### config.mk
export PLATFORM = sky130hd
export DESIGN_NAME = clk_cfg_seq
export DESIGN_NICKNAME = d
export VERILOG_FILES = /design/src/rtl/clk_cfg_pkg.sv /design/src/rtl/xclk_watchdog.sv /design/src/rtl/clk_cfg_seq.sv
export SDC_FILE = /design/constraint.sdc
export NUM_CORES = 1
export LEC_CHECK = 0
export ABC_AREA = 1
export BUFFER_PORTS_ARGS = -buffer_cell sky130_fd_sc_hd__buf_2
export CAP_MARGIN = 30
export CORE_ASPECT_RATIO = 1.25
export CORE_MARGIN = 2
export CORE_UTILIZATION = 40
export DETAILED_ROUTE_END_ITERATION = 16
export GPL_ROUTABILITY_DRIVEN = 0
export PLACE_DENSITY = 0.65
export SYNTH_ARGS = -nofsm -noshare
export SYNTH_HDL_FRONTEND = slang
export SYNTH_SLANG_ARGS = --single-unit
### constraint.sdc
create_clock -name clk -period 1.3 [get_ports clk]
set_input_delay 0.065 -clock clk [delete_from_list [all_inputs] [get_ports clk]]
set_output_delay 0.065 -clock clk [all_outputs]
set_load 0.1 [all_outputs]
### src/rtl/clk_cfg_pkg.sv
// Shared types and defaults for the clock-configuration sequencer.
package clk_cfg_pkg;

  typedef enum logic [1:0] {
    SRC_8M   = 2'd0,
    SRC_XCLK = 2'd1,
    SRC_ROSC = 2'd2
  } src_e;

  typedef enum logic [2:0] {
    IDLE   = 3'd0,
    PARK   = 3'd1,
    MUX    = 3'd2,
    SWITCH = 3'd3,
    DIV    = 3'd4
  } state_e;

  localparam int unsigned DEF_SETTLE_CYC  = 16;
  localparam int unsigned DEF_TIMEOUT_CYC = 64;

  // Reserved code 3 parks on 8 MHz; xclk is refused while the loss fault is pending.
  function automatic src_e eff_src(input logic [1:0] src, input logic fault);
    src_e r;
    case (src)
      2'd1:    r = fault ? SRC_8M : SRC_XCLK;
      2'd2:    r = SRC_ROSC;
      default: r = SRC_8M;
    endcase
    return r;
  endfunction

endpackage

### src/rtl/xclk_watchdog.sv
// xclk heartbeat loss detector: 2-flop synchronizer, toggle edge detect and
// a saturating idle counter that pulses timeout when it reaches TIMEOUT_CYC.
module xclk_watchdog #(
  parameter int unsigned TIMEOUT_CYC = 64
) (
  input  logic clk,
  input  logic rst,
  input  logic arm,
  input  logic hb,
  output logic timeout
);

  localparam logic [9:0] LIMIT = 10'(TIMEOUT_CYC);

  logic [2:0] sync_q;
  logic [9:0] cnt_q;
  logic [9:0] cnt_d;
  logic       edge_s;

  // sync_q[1:0] is the synchronizer, sync_q[2] the previous synchronized value.
  assign edge_s = sync_q[2] ^ sync_q[1];

  // Pulse on the cycle the counter is about to reach the limit.
  assign timeout = arm && !edge_s && (cnt_q == (LIMIT - 10'd1));

  always_comb begin
    if (!arm || edge_s) begin
      cnt_d = 10'd0;
    end else if (cnt_q == LIMIT) begin
      cnt_d = cnt_q;
    end else begin
      cnt_d = cnt_q + 10'd1;
    end
  end

  always_ff @(posedge clk) begin
    if (rst) begin
      sync_q <= 3'b000;
      cnt_q  <= 10'd0;
    end else begin
      sync_q <= {sync_q[1:0], hb};
      cnt_q  <= cnt_d;
    end
  end

endmodule

### src/rtl/clk_cfg_seq.sv
// Glitch-safe clock source/divider sequencer: park on 8 MHz, move the mux,
// switch over, then change the divider; falls back to 8 MHz on xclk loss.
module clk_cfg_seq
  import clk_cfg_pkg::*;
#(
  parameter int unsigned SETTLE_CYC  = DEF_SETTLE_CYC,
  parameter int unsigned TIMEOUT_CYC = DEF_TIMEOUT_CYC
) (
  input  logic       clk,
  input  logic       rst,
  input  logic       req_valid,
  output logic       req_ready,
  input  logic [1:0] req_src,
  input  logic [1:0] req_rosc,
  input  logic [1:0] req_div,
  input  logic       xclk_hb,
  input  logic       fault_clr,
  output logic       sel_n_8mhz,
  output logic       sel_xclk,
  output logic [1:0] sel_rosc,
  output logic [1:0] clk_div,
  output logic       busy,
  output logic       xclk_fault
);

  localparam logic [7:0] SETTLE_LAST = 8'(SETTLE_CYC - 1);

  state_e     state_q, state_d;
  logic [7:0] cnt_q, cnt_d;
  src_e       src_q, src_d;
  logic [1:0] rosc_q, rosc_d;
  logic [1:0] div_q, div_d;
  logic       seln_q, seln_d;
  logic       selx_q, selx_d;
  logic [1:0] selr_q, selr_d;
  logic [1:0] clkdiv_q, clkdiv_d;
  logic       fault_q, fault_d;
  logic       ready_q, ready_d;

  logic accept_s;
  logic step_done_s;
  logic alt_s;
  logic timeout_s;

  assign accept_s    = req_valid && ready_q;
  assign step_done_s = (cnt_q == SETTLE_LAST);
  assign alt_s       = (src_q != SRC_8M);

  xclk_watchdog #(
    .TIMEOUT_CYC(TIMEOUT_CYC)
  ) u_wdog (
    .clk    (clk),
    .rst    (rst),
    .arm    (seln_q && selx_q),
    .hb     (xclk_hb),
    .timeout(timeout_s)
  );

  always_ff @(posedge clk) begin
    if (rst) begin
      state_q  <= IDLE;
      cnt_q    <= 8'd0;
      src_q    <= SRC_8M;
      rosc_q   <= 2'd0;
      div_q    <= 2'd0;
      seln_q   <= 1'b0;
      selx_q   <= 1'b0;
      selr_q   <= 2'd0;
      clkdiv_q <= 2'd0;
      fault_q  <= 1'b0;
      ready_q  <= 1'b1;
    end else begin
      state_q  <= state_d;
      cnt_q    <= cnt_d;
      src_q    <= src_d;
      rosc_q   <= rosc_d;
      div_q    <= div_d;
      seln_q   <= seln_d;
      selx_q   <= selx_d;
      selr_q   <= selr_d;
      clkdiv_q <= clkdiv_d;
      fault_q  <= fault_d;
      ready_q  <= ready_d;
    end
  end

  // Each step holds for SETTLE_CYC cycles; src 8 MHz skips the SWITCH wait.
  always_comb begin
    state_d = state_q;
    cnt_d   = cnt_q + 8'd1;
    case (state_q)
      IDLE: begin
        cnt_d   = 8'd0;
        state_d = accept_s ? PARK : IDLE;
      end
      PARK: begin
        if (step_done_s) begin
          state_d = MUX;
          cnt_d   = 8'd0;
        end else begin
          state_d = PARK;
        end
      end
      MUX: begin
        if (step_done_s) begin
          state_d = alt_s ? SWITCH : DIV;
          cnt_d   = 8'd0;
        end else begin
          state_d = MUX;
        end
      end
      SWITCH: begin
        if (step_done_s) begin
          state_d = DIV;
          cnt_d   = 8'd0;
        end else begin
          state_d = SWITCH;
        end
      end
      DIV: begin
        if (step_done_s) begin
          state_d = IDLE;
          cnt_d   = 8'd0;
        end else begin
          state_d = DIV;
        end
      end
      default: begin
        state_d = IDLE;
        cnt_d   = 8'd0;
      end
    endcase
    if (timeout_s && (state_q != IDLE)) begin
      state_d = IDLE;
      cnt_d   = 8'd0;
    end else begin
      cnt_d = cnt_d;
    end
  end

  // Output values are applied on the edge that enters each step.
  always_comb begin
    src_d    = src_q;
    rosc_d   = rosc_q;
    div_d    = div_q;
    seln_d   = seln_q;
    selx_d   = selx_q;
    selr_d   = selr_q;
    clkdiv_d = clkdiv_q;
    if (timeout_s) begin
      fault_d = 1'b1;
    end else if (fault_clr) begin
      fault_d = 1'b0;
    end else begin
      fault_d = fault_q;
    end
    case (state_q)
      IDLE: begin
        if (accept_s) begin
          src_d  = eff_src(req_src, fault_d);
          rosc_d = req_rosc;
          div_d  = req_div;
          seln_d = 1'b0;
        end else begin
          seln_d = seln_q;
        end
      end
      PARK: begin
        if (step_done_s) begin
          selx_d = (src_q == SRC_XCLK);
          selr_d = (src_q == SRC_ROSC) ? rosc_q : selr_q;
        end else begin
          selx_d = selx_q;
        end
      end
      MUX: begin
        if (step_done_s && alt_s) begin
          seln_d = 1'b1;
        end else if (step_done_s) begin
          clkdiv_d = div_q;
        end else begin
          seln_d = seln_q;
        end
      end
      SWITCH: begin
        if (step_done_s) begin
          clkdiv_d = div_q;
        end else begin
          clkdiv_d = clkdiv_q;
        end
      end
      DIV:     clkdiv_d = clkdiv_q;
      default: clkdiv_d = clkdiv_q;
    endcase
    // xclk loss overrides any step in progress; the divider is kept.
    if (timeout_s) begin
      seln_d = 1'b0;
      selx_d = 1'b0;
    end else begin
      selx_d = selx_d;
    end
    ready_d = (state_d == IDLE);
  end

  assign req_ready  = ready_q;
  assign busy       = !ready_q;
  assign sel_n_8mhz = seln_q;
  assign sel_xclk   = selx_q;
  assign sel_rosc   = selr_q;
  assign clk_div    = clkdiv_q;
  assign xclk_fault = fault_q;

endmodule

==> reports/results.ini, run 1 <==
[critical_path]
cp-end-kind = flop
r2r-end = req_ready$_SDFF_PP1_
worst_path_largest_cell_delay_ns = 0.36
arrival_ns = 1.55
r2r_cells = 8
crit_path_cell_trace = ha_4 > nand3_4 > nor2_4 > nand2_2 > nand3_2 > nand2_2 > nand3_2 > nand2_1
cpMaxStageDelayCell = sky130_fd_sc_hd__dfxtp_2
rrSetupSlack_ns = -0.06
cp-start-kind = flop
cp_max_fanout = 6
kind_of_critical_path = flop to flop
worst_ep_required_time_ns = 1.49
r2r-start = cnt_q[1]$_SDFF_PP0_

[detailed_routing]
wire_per_inst_um = 11.9
first_iter_violations = 38
antenna_violating_nets_post_route = 0
viasPerCell = 4.74
post-route-drc-count = 0
number_of_detailed_route_iterations_in_the_first_pass = 4
route.final.wire_length_um = 4120
dr_total_vias = 1644

[min_path]
whs_endpoint = rosc_q[1]$_SDFFE_PP0N_
holdCritStartpoint = req_rosc[1]
whs_path_depth = 3
worst_hold_path_type = input pin to flop

[sta]
min_period_ns = 1.36
post-route-period-util_pct = 105
timing_max_transition_violations_final = 0
clock_tree_skew_after_final_layout_ns = 0.00875
rsz0062_at_grt = yes
relative_slew_margins_pct = 67.3
finalSetupViolations = 10
final_critical_path_setup_slack_ns = -0.0612
report.final.hold_viol_count = 0
clock.fmax_ghz = 0.735
worstMarginPinSlew_ns = 0.494

[placement]
place_ws_ns = -0.0944
hpwl_um = 2680
numPlacedInstances = 333
io_buffer_count = 19

[grt]
grt_pass1_wl_um = 6770
grt_max_degree = 14
number_of_antenna_violations_at_the_first_check_in_global_routing = 0
grtUsageTotal_pct = 17.0
first_global_vias = 1604
remaining_global_route_overflow = 0

[job]
timing.max_cap.violations = 0

[clock_network]
cts_inserted_buffers = 5
cts.root.buffer_cell = sky130_fd_sc_hd__clkbuf_8
cts_htree_levels = 2
tritoncts = yes
cts.sinks = 38
clkSlewWorstSetupHoldPaths_ns = 0.08
clock_tree.buffer_depth = 2
clock_latency_ns = 0.30

[run_status]
outcome = finished with violations
violations = setup timing

[logic_synthesis]
synth_area_per_cell_um2 = 7.64
synth.ff_latch_count = 38
syn-instance-count = 236
postSynthNetCount = 252
synth_area_um2 = 1800
yosysSeqAreaShare_pct = 42.2
netlist-cell-type-count = 28
ys_warn_count = 0

[die]
dieHeight_um = 79.1
floorplan.core_area_um2 = 4360
die-area_um2 = 5060
floorplan.io_pins = 20
std_cell_rows = 27
dieWidth_um = 64.1
initial_utilization_pct = 41.4

[layout]
area_delta_synth_final_pct = 41.4
antennaDiodeCount = 0
finish.cell_count_without_fillers = 347
share_of_cells_above_drive_strength_1_pct = 41.9
final_common_cell = sky130_fd_sc_hd__nand2_1
count_of_fill_cells_added_during_filler_insertion = 386
highest_count_cells_in_the_layout_ignoring_fill_and_taps = sky130_fd_sc_hd__nand2_1, sky130_fd_sc_hd__nor2_1, sky130_fd_sc_hd__inv_1, sky130_fd_sc_hd__dfxtp_1, sky130_fd_sc_hd__buf_4
finish.net_count = 304

[power_and_ir_drop]
cellLeakagePower_nw = 1.10
pwr_density_cell_nw_per_um2 = 1050
vdd.ir_drop.worst_mv = 0.692

worst max-delay path: cells and delay by family (launching register included):
family,cells,cell delay (ns)
adders and majority gates,1,0.17
and+or+nand+nor,7,0.71
DFF,1,0.36
state kept, by name (all words and copies together) (netlist names):
register       flops
src_q              2
u_wdog.cnt_q      10
clk_div            2
div_q              2
cnt_q              8
sel_n_8mhz         1
sel_rosc           2
state_q            3
u_wdog.sync_q      3
req_ready          1
sel_xclk           1
rosc_q             2
xclk_fault         1
metrics by stage:
| step | setup TNS, ns | power, mW | instance area (um2) | util, % | hold slack, ns |
|---|---|---|---|---|---|
| after floorplan | 0 | 1.37 | 1820 | - | 0.134 |
| after global placement | -0.669 | 1.44 | 2140 | 49.0 | 0.269 |
| after detailed placement | -0.938 | 1.44 | 2140 | 49.0 | 0.276 |
| after CTS | -0.138 | 2.66 | 2390 | 54.9 | 0.00113 |
| after global routing | -1.68 | 2.78 | 2550 | 58.5 | 0.00644 |
| final | -0.214 | 2.68 | 2550 | 58.5 | 0.000572 |
per-layer routing:
| metal | GRT usage (%) | up-vias | wire (um) |
|---|---|---|---|
| li1 | - | 848 | - |
| met1 | 19.0 | 758 | 1720 |
| met2 | 30.2 | 29 | 2190 |
| met3 | 2.55 | 9 | 120 |
| met4 | 10.2 | 0 | 93 |
| met5 | 0 | - | 0 |
kinds of logic after synthesis:
family | share of synthesized area, %
and+or+nand+nor | 35.8
buffers and inverters | 7.08
DFF | 42.2
adders and majority gates | 3.47
xor gates and xnor gates | 4.37
AOI/OAI and AO/OA | 7.08
cell type report:
class                           count  area, um2  area share (%)
Clock buffer                        5       68.8            2.70
Clock inverter                      3       68.8            2.70
Inverter                           33        126            4.96
Multi-Input combinational cell    164       1120            43.9
Sequential cell                    38        788            30.9
Tap cell                           58       72.6            2.85
Timing Repair Buffer               46        304            11.9
repair_timing:
action                                 4_1_cts  5_1_grt
pin swaps                                    9       22
resized for setup                           24       40
setup endpoints to repair                   21       25
endpoints found under the hold margin        1        0
setup buffers                                3        3
hold buffers                                 1        0
how the worst max path moves through the flow:
stage                         from              endpoint  slack [ns]  cells past startpoint
2_1_floorplan  cnt_q[0]$_SDFF_PP0_  req_ready$_SDFF_PP1_       0.002                      8
3_5_place_dp   cnt_q[0]$_SDFF_PP0_  req_ready$_SDFF_PP1_       -0.09                      8
6_report       cnt_q[1]$_SDFF_PP0_  req_ready$_SDFF_PP1_       -0.06                      8
3_3_place_gp   cnt_q[0]$_SDFF_PP0_  req_ready$_SDFF_PP1_       -0.08                      8
5_1_grt        cnt_q[1]$_SDFF_PP0_  req_ready$_SDFF_PP1_       -0.13                      8
4_1_cts        cnt_q[1]$_SDFF_PP0_  req_ready$_SDFF_PP1_       -0.04                      8
report_power, final:
group / internal [mW] / total [mW] / leakage [nW] / switching [mW]
combinational: 0.0865 / 0.259 / 0.717 / 0.173
sequential: 1.18 / 1.20 / 0.315 / 0.0197
clock: 0.769 / 1.21 / 0.0683 / 0.445
cells in the mapped netlist:
cell / number / area (um2)
sky130_fd_sc_hd__nor3_2: 2 / 20.0
sky130_fd_sc_hd__or2_0: 1 / 6.26
sky130_fd_sc_hd__inv_2: 1 / 3.75
sky130_fd_sc_hd__nand2_2: 5 / 31.3
sky130_fd_sc_hd__a21oi_1: 17 / 85.1
sky130_fd_sc_hd__nor2_2: 5 / 31.3
sky130_fd_sc_hd__nand4_2: 2 / 25.0
sky130_fd_sc_hd__nand3_2: 1 / 10.0
sky130_fd_sc_hd__nand4_4: 1 / 21.3
sky130_fd_sc_hd__clkbuf_1: 1 / 3.75
sky130_fd_sc_hd__o21ai_0: 7 / 35.0
sky130_fd_sc_hd__nor3b_2: 1 / 12.5
sky130_fd_sc_hd__nand2_1: 45 / 169
sky130_fd_sc_hd__nor4_1: 1 / 6.26
sky130_fd_sc_hd__clkinv_1: 1 / 3.75
sky130_fd_sc_hd__nand4_1: 2 / 12.5
sky130_fd_sc_hd__xnor2_1: 3 / 26.3
sky130_fd_sc_hd__ha_1: 5 / 62.6
sky130_fd_sc_hd__dfxtp_1: 38 / 761
sky130_fd_sc_hd__inv_1: 31 / 116
sky130_fd_sc_hd__nand3_4: 2 / 35.0
sky130_fd_sc_hd__nand3_1: 16 / 80.1
sky130_fd_sc_hd__nor3_1: 3 / 15.0
sky130_fd_sc_hd__nor3_4: 1 / 16.3
sky130_fd_sc_hd__nor2_4: 2 / 22.5
sky130_fd_sc_hd__o21a_1: 1 / 7.51
sky130_fd_sc_hd__xor2_1: 6 / 52.6
sky130_fd_sc_hd__nor2_1: 35 / 131
Power figures use the tool's default switching activity.
==> run 2, diff against run 1 <==
--- a/config.mk
+++ b/config.mk
@@ -12,8 +12,8 @@
 export CORE_MARGIN = 2
 export CORE_UTILIZATION = 40
 export DETAILED_ROUTE_END_ITERATION = 16
-export GPL_ROUTABILITY_DRIVEN = 0
 export PLACE_DENSITY = 0.65
 export SYNTH_ARGS = -nofsm -noshare
 export SYNTH_HDL_FRONTEND = slang
+export SYNTH_HIERARCHICAL = 1
 export SYNTH_SLANG_ARGS = --single-unit
==> run 2 against run 1 <==
Net effect: the run ends with hold timing, setup timing left; non-clock buffer count grew 16; combinational power shrank 14%; worst hold slack lost 0.0013 ns; wire length shrank 3.7%; worst setup slack lost 0.037 ns; critical path type unchanged; die area grew 1.6%.
==> reports/results.ini, run 2 <==
[detailed_routing]
antenna_violating_nets_post_route = 0  ; unchanged
number_of_detailed_route_iterations_in_the_first_pass = 4  ; unchanged
post-route-drc-count = 0  ; unchanged
dr_total_vias = 1757  ; was 1644
first_iter_violations = 61  ; was 38
route.final.wire_length_um = 3970  ; was 4120 um
wire_per_inst_um = 10.4  ; was 11.9 um
viasPerCell = 4.59  ; was 4.74

[placement]
gpl.final_weighted_congestion = 0.824
hpwl_um = 2770  ; was 2680 um
placement.cell_area_um2 = 2260  ; was 2140 um2
place_ws_ns = -0.155  ; was -0.0944 ns
io_buffer_count = 19  ; unchanged
numPlacedInstances = 361  ; was 333

[sta]
clock.fmax_ghz = 0.715  ; was 0.735 GHz
min_period_ns = 1.40  ; was 1.36 ns
relative_slew_margins_pct = 67.4  ; was 67.3%
hold_slack_ns = -0.000768  ; was 0.000572 ns
finalSetupViolations = 13  ; was 10
post-route-period-util_pct = 108  ; was 105%
report.final.hold_viol_count = 1  ; was 0
worstMarginPinSlew_ns = 0.492  ; was 0.494 ns
rsz0062_at_grt = yes  ; unchanged
timing_max_transition_violations_final = 0  ; unchanged
clock_tree_skew_after_final_layout_ns = 0.0106  ; was 0.00875 ns
final_critical_path_setup_slack_ns = -0.0978  ; was -0.0612 ns
timing.setup.tns_ns = -0.929  ; was -0.214 ns

[layout]
largest_reg_flops = 10  ; unchanged
highest_count_cells_in_the_layout_ignoring_fill_and_taps = sky130_fd_sc_hd__nor2_1, sky130_fd_sc_hd__nand2_1, sky130_fd_sc_hd__buf_4  ; was sky130_fd_sc_hd__nand2_1, sky130_fd_sc_hd__nor2_1, sky130_fd_sc_hd__inv_1, sky130_fd_sc_hd__dfxtp_1, sky130_fd_sc_hd__buf_4
finish.net_count = 338  ; was 304
antennaDiodeCount = 0  ; unchanged
finish.cell_count_without_fillers = 383  ; was 347
largest_registers = u_wdog/cnt_q: 10 flops, cnt_q: 8 flops  ; was u_wdog.cnt_q: 10 flops, cnt_q: 8 flops
fin_area_um2 = 2660  ; was 2550 um2
area_delta_synth_final_pct = 44.7  ; was 41.4%
final_common_cell = sky130_fd_sc_hd__nor2_1  ; was sky130_fd_sc_hd__nand2_1
regMostFlops = u_wdog/cnt_q  ; was u_wdog.cnt_q
share_of_cells_above_drive_strength_1_pct = 39.4  ; was 41.9%

[min_path]
whs_path_depth = 3  ; unchanged
worst_hold_path_type = input pin to flop  ; unchanged
holdCritStartpoint = req_rosc[0]  ; was req_rosc[1]
whs_endpoint = rosc_q[0]$_SDFFE_PP0N_  ; was rosc_q[1]$_SDFFE_PP0N_

[critical_path]
rrSetupSlack_ns = -0.1  ; was -0.06 ns
kind_of_critical_path = flop to flop  ; unchanged
cp_max_fanout = 4  ; was 6
arrival_ns = 1.63  ; was 1.55 ns
cp-end-kind = flop  ; unchanged
cp-start-kind = flop  ; unchanged
r2r-start = u_wdog/cnt_q[0]$_SDFFE_PP0P_  ; was cnt_q[1]$_SDFF_PP0_
r2r-end = req_ready$_SDFF_PP1_  ; unchanged
worst_ep_required_time_ns = 1.53  ; was 1.49 ns
r2r_cells = 11  ; was 8

[logic_synthesis]
synth_area_leaders = sky130_fd_sc_hd__dfxtp_1, sky130_fd_sc_hd__nor2_1, sky130_fd_sc_hd__nand2_1  ; was sky130_fd_sc_hd__dfxtp_1, sky130_fd_sc_hd__nand2_1, sky130_fd_sc_hd__nor2_1
postSynthNetCount = 269  ; was 252
synth-edff-count = 0  ; unchanged
yosysSeqAreaShare_pct = 41.5  ; was 42.2%
yosys.area.top_type_share_pct = 41.5  ; was 42.2%
synth_area_um2 = 1830  ; was 1800 um2
ys_async_sr_fraction_pct = 0  ; unchanged
ys_warn_count = 6  ; was 0
synth.ff_latch_count = 38  ; unchanged
synth_most_common_cell = sky130_fd_sc_hd__nor2_1  ; was sky130_fd_sc_hd__nand2_1
synthDominantAreaCellType = sky130_fd_sc_hd__dfxtp_1  ; unchanged
netlist-cell-type-count = 27  ; was 28
synth-main-ff-cell = sky130_fd_sc_hd__dfxtp_1  ; unchanged
synth_area_per_cell_um2 = 7.19  ; was 7.64 um2
synth_top_cells_by_count = sky130_fd_sc_hd__nor2_1, sky130_fd_sc_hd__nand2_1, sky130_fd_sc_hd__inv_1, sky130_fd_sc_hd__dfxtp_1, sky130_fd_sc_hd__nand3_1  ; was sky130_fd_sc_hd__nand2_1, sky130_fd_sc_hd__dfxtp_1, sky130_fd_sc_hd__nor2_1, sky130_fd_sc_hd__inv_1, sky130_fd_sc_hd__a21oi_1
syn-instance-count = 255  ; was 236

[power_and_ir_drop]
clock_network_power_share_pct = 44.2  ; was 45.4%
cell_internal_pwr_mw = 1.96  ; was 2.04 mW
power.share.sequential_pct = 47.1  ; was 45.0%
share_comb_of_total_power_pct = 8.7  ; was 9.7%
p_switching_mw = 0.616  ; was 0.637 mW
sw_ratio_pct = 23.9  ; was 23.8%
design_power_total_mw = 2.57  ; was 2.68 mW
cellLeakagePower_nw = 1.23  ; was 1.10 nW
pwr_density_cell_nw_per_um2 = 969  ; was 1050 nW/um2
vdd.ir_drop.worst_mv = 0.555  ; was 0.692 mV

[die]
dieWidth_um = 64.6  ; was 64.1 um
floorplan.core_area_um2 = 4430  ; was 4360 um2
die-area_um2 = 5150  ; was 5060 um2
std_cell_rows = 27  ; unchanged
floorplan.io_pins = 20  ; unchanged
initial_utilization_pct = 41.4  ; about the same
dieHeight_um = 79.7  ; was 79.1 um

[grt]
remaining_global_route_overflow = 0  ; unchanged
grt_max_degree = 14  ; unchanged
first_global_vias = 1538  ; was 1604
grt_pass1_wl_um = 6490  ; was 6770 um
grtUsageTotal_pct = 16.1  ; was 17.0%
number_of_antenna_violations_at_the_first_check_in_global_routing = 0  ; unchanged

[clock_network]
cts.sinks = 38  ; unchanged
clock_tree.buffer_depth = 2  ; unchanged
tritoncts = yes  ; unchanged
cts.root.buffer_cell = sky130_fd_sc_hd__clkbuf_8  ; unchanged
clkSlewWorstSetupHoldPaths_ns = 0.09  ; was 0.08 ns
cts_htree_levels = 2  ; unchanged
clock_latency_ns = 0.29  ; was 0.30 ns
cts_inserted_buffers = 5  ; unchanged

[job]
timing.max_cap.violations = 0  ; unchanged

[run_status]
violations = hold timing, setup timing  ; was setup timing
outcome = finished with violations  ; unchanged

## run 2: cell types whose count changed after synthesis, moves of 3 or more
cell,change
sky130_fd_sc_hd__a21oi_1,-6
sky130_fd_sc_hd__inv_1,+9
sky130_fd_sc_hd__inv_2,+3
sky130_fd_sc_hd__nand3_1,-4
sky130_fd_sc_hd__nand4_1,+4
sky130_fd_sc_hd__nor2_1,+14
sky130_fd_sc_hd__o21ai_0,+3
sky130_fd_sc_hd__xor2_1,-3
## run 2: worst max-delay path by stage
stage / slack [ns] / from / cells past startpoint / to
finish: -0.1 / u_wdog/cnt_q[0]$_SDFFE_PP0P_ / 11 / req_ready$_SDFF_PP1_
global route: -0.21 / cnt_q[0]$_SDFF_PP0_ / 10 / req_ready$_SDFF_PP1_
CTS: -0.13 / u_wdog/cnt_q[1]$_SDFFE_PP0P_ / 10 / cnt_q[2]$_SDFF_PP0_
floorplan: -0.04 / u_wdog/cnt_q[1]$_SDFFE_PP0P_ / 10 / cnt_q[4]$_SDFF_PP0_
detailed placement: -0.16 / u_wdog/cnt_q[1]$_SDFFE_PP0P_ / 10 / cnt_q[2]$_SDFF_PP0_
global placement: -0.11 / u_wdog/cnt_q[1]$_SDFFE_PP0P_ / 10 / cnt_q[3]$_SDFF_PP0_
## run 2: cell type report
| cell class | instances | area, um2 |
|---|---|---|
| Tap cell | 58 | 72.6 |
| Fill cell | 408 | 1770 |
| Timing Repair Buffer | 62 | 432 |
| Clock inverter | 2 | 38.8 |
| Sequential cell | 38 | 785 |
| Inverter | 44 | 168 |
| Clock buffer | 6 | 93.8 |
| Multi-Input combinational cell | 173 | 1070 |
## run 2: power by group through the flow
stage	combinational, mW	sequential [mW]	clock (mW)
finish	0.223	1.21	1.14
global route	0.249	1.22	1.20
CTS	0.214	1.21	1.16
detailed placement	0.205	1.23	0
global placement	0.203	1.23	0
floorplan	0.116	1.26	0
## run 2: cells by family (layout without fill, tap and decap cells)
kind of cell               count (synthesis)  after routing  share of synthesized area [%]
and+or+nand+nor                          138            138                           37.1
xor gates and xnor gates                   4              4                           1.91
adders and majority gates                  3              3                           2.05
buffers and inverters                     44            114                           9.00
DFF                                       38             38                           41.5
AOI/OAI and AO/OA                         28             28                           8.46
## run 2: critical path, cell delays in order (launching register included)
cell	delay (ns)
sky130_fd_sc_hd__dfxtp_2	0.35
sky130_fd_sc_hd__ha_4	0.15
sky130_fd_sc_hd__nand2_4	0.06
sky130_fd_sc_hd__nor3_4	0.13
sky130_fd_sc_hd__nand2_2	0.08
sky130_fd_sc_hd__nor2_4	0.12
sky130_fd_sc_hd__nand2_2	0.06
sky130_fd_sc_hd__nand2_2	0.07
sky130_fd_sc_hd__nor2_4	0.05
sky130_fd_sc_hd__o21ai_1	0.10
sky130_fd_sc_hd__nor2_1	0.08
sky130_fd_sc_hd__nor2_1	0.09
## run 2: timing repair
| item | in CTS | in global routing |
|---|---|---|
| setup endpoints to repair | 22 | 23 |
| pin swaps | 15 | 12 |
| setup buffers | 4 | 6 |
| cloned | 0 | 0 |
| gates resized for setup | 14 | 27 |
| hold endpoints to repair | 4 | 0 |
| hold buffers | 4 | 0 |
## run 2: layer usage
layer / up-vias / GRT usage [%] / share of wire (%)
li1: 942 / - / -
met5: - / 0 / 0
met1: 783 / 20.2 / 46
met4: 0 / 7.02 / 2.1
met2: 23 / 26.8 / 49
met3: 9 / 2.96 / 2.6
## run 2: through the flow
stage / hold WS [ns] / utilization [%]
after floorplan: 0.129 / -
after global placement: 0.268 / 51.1
after detailed placement: 0.272 / 51.1
after CTS: 0.000432 / 56.8
after global routing: 0.00243 / 60.0
final: -0.000768 / 60.0
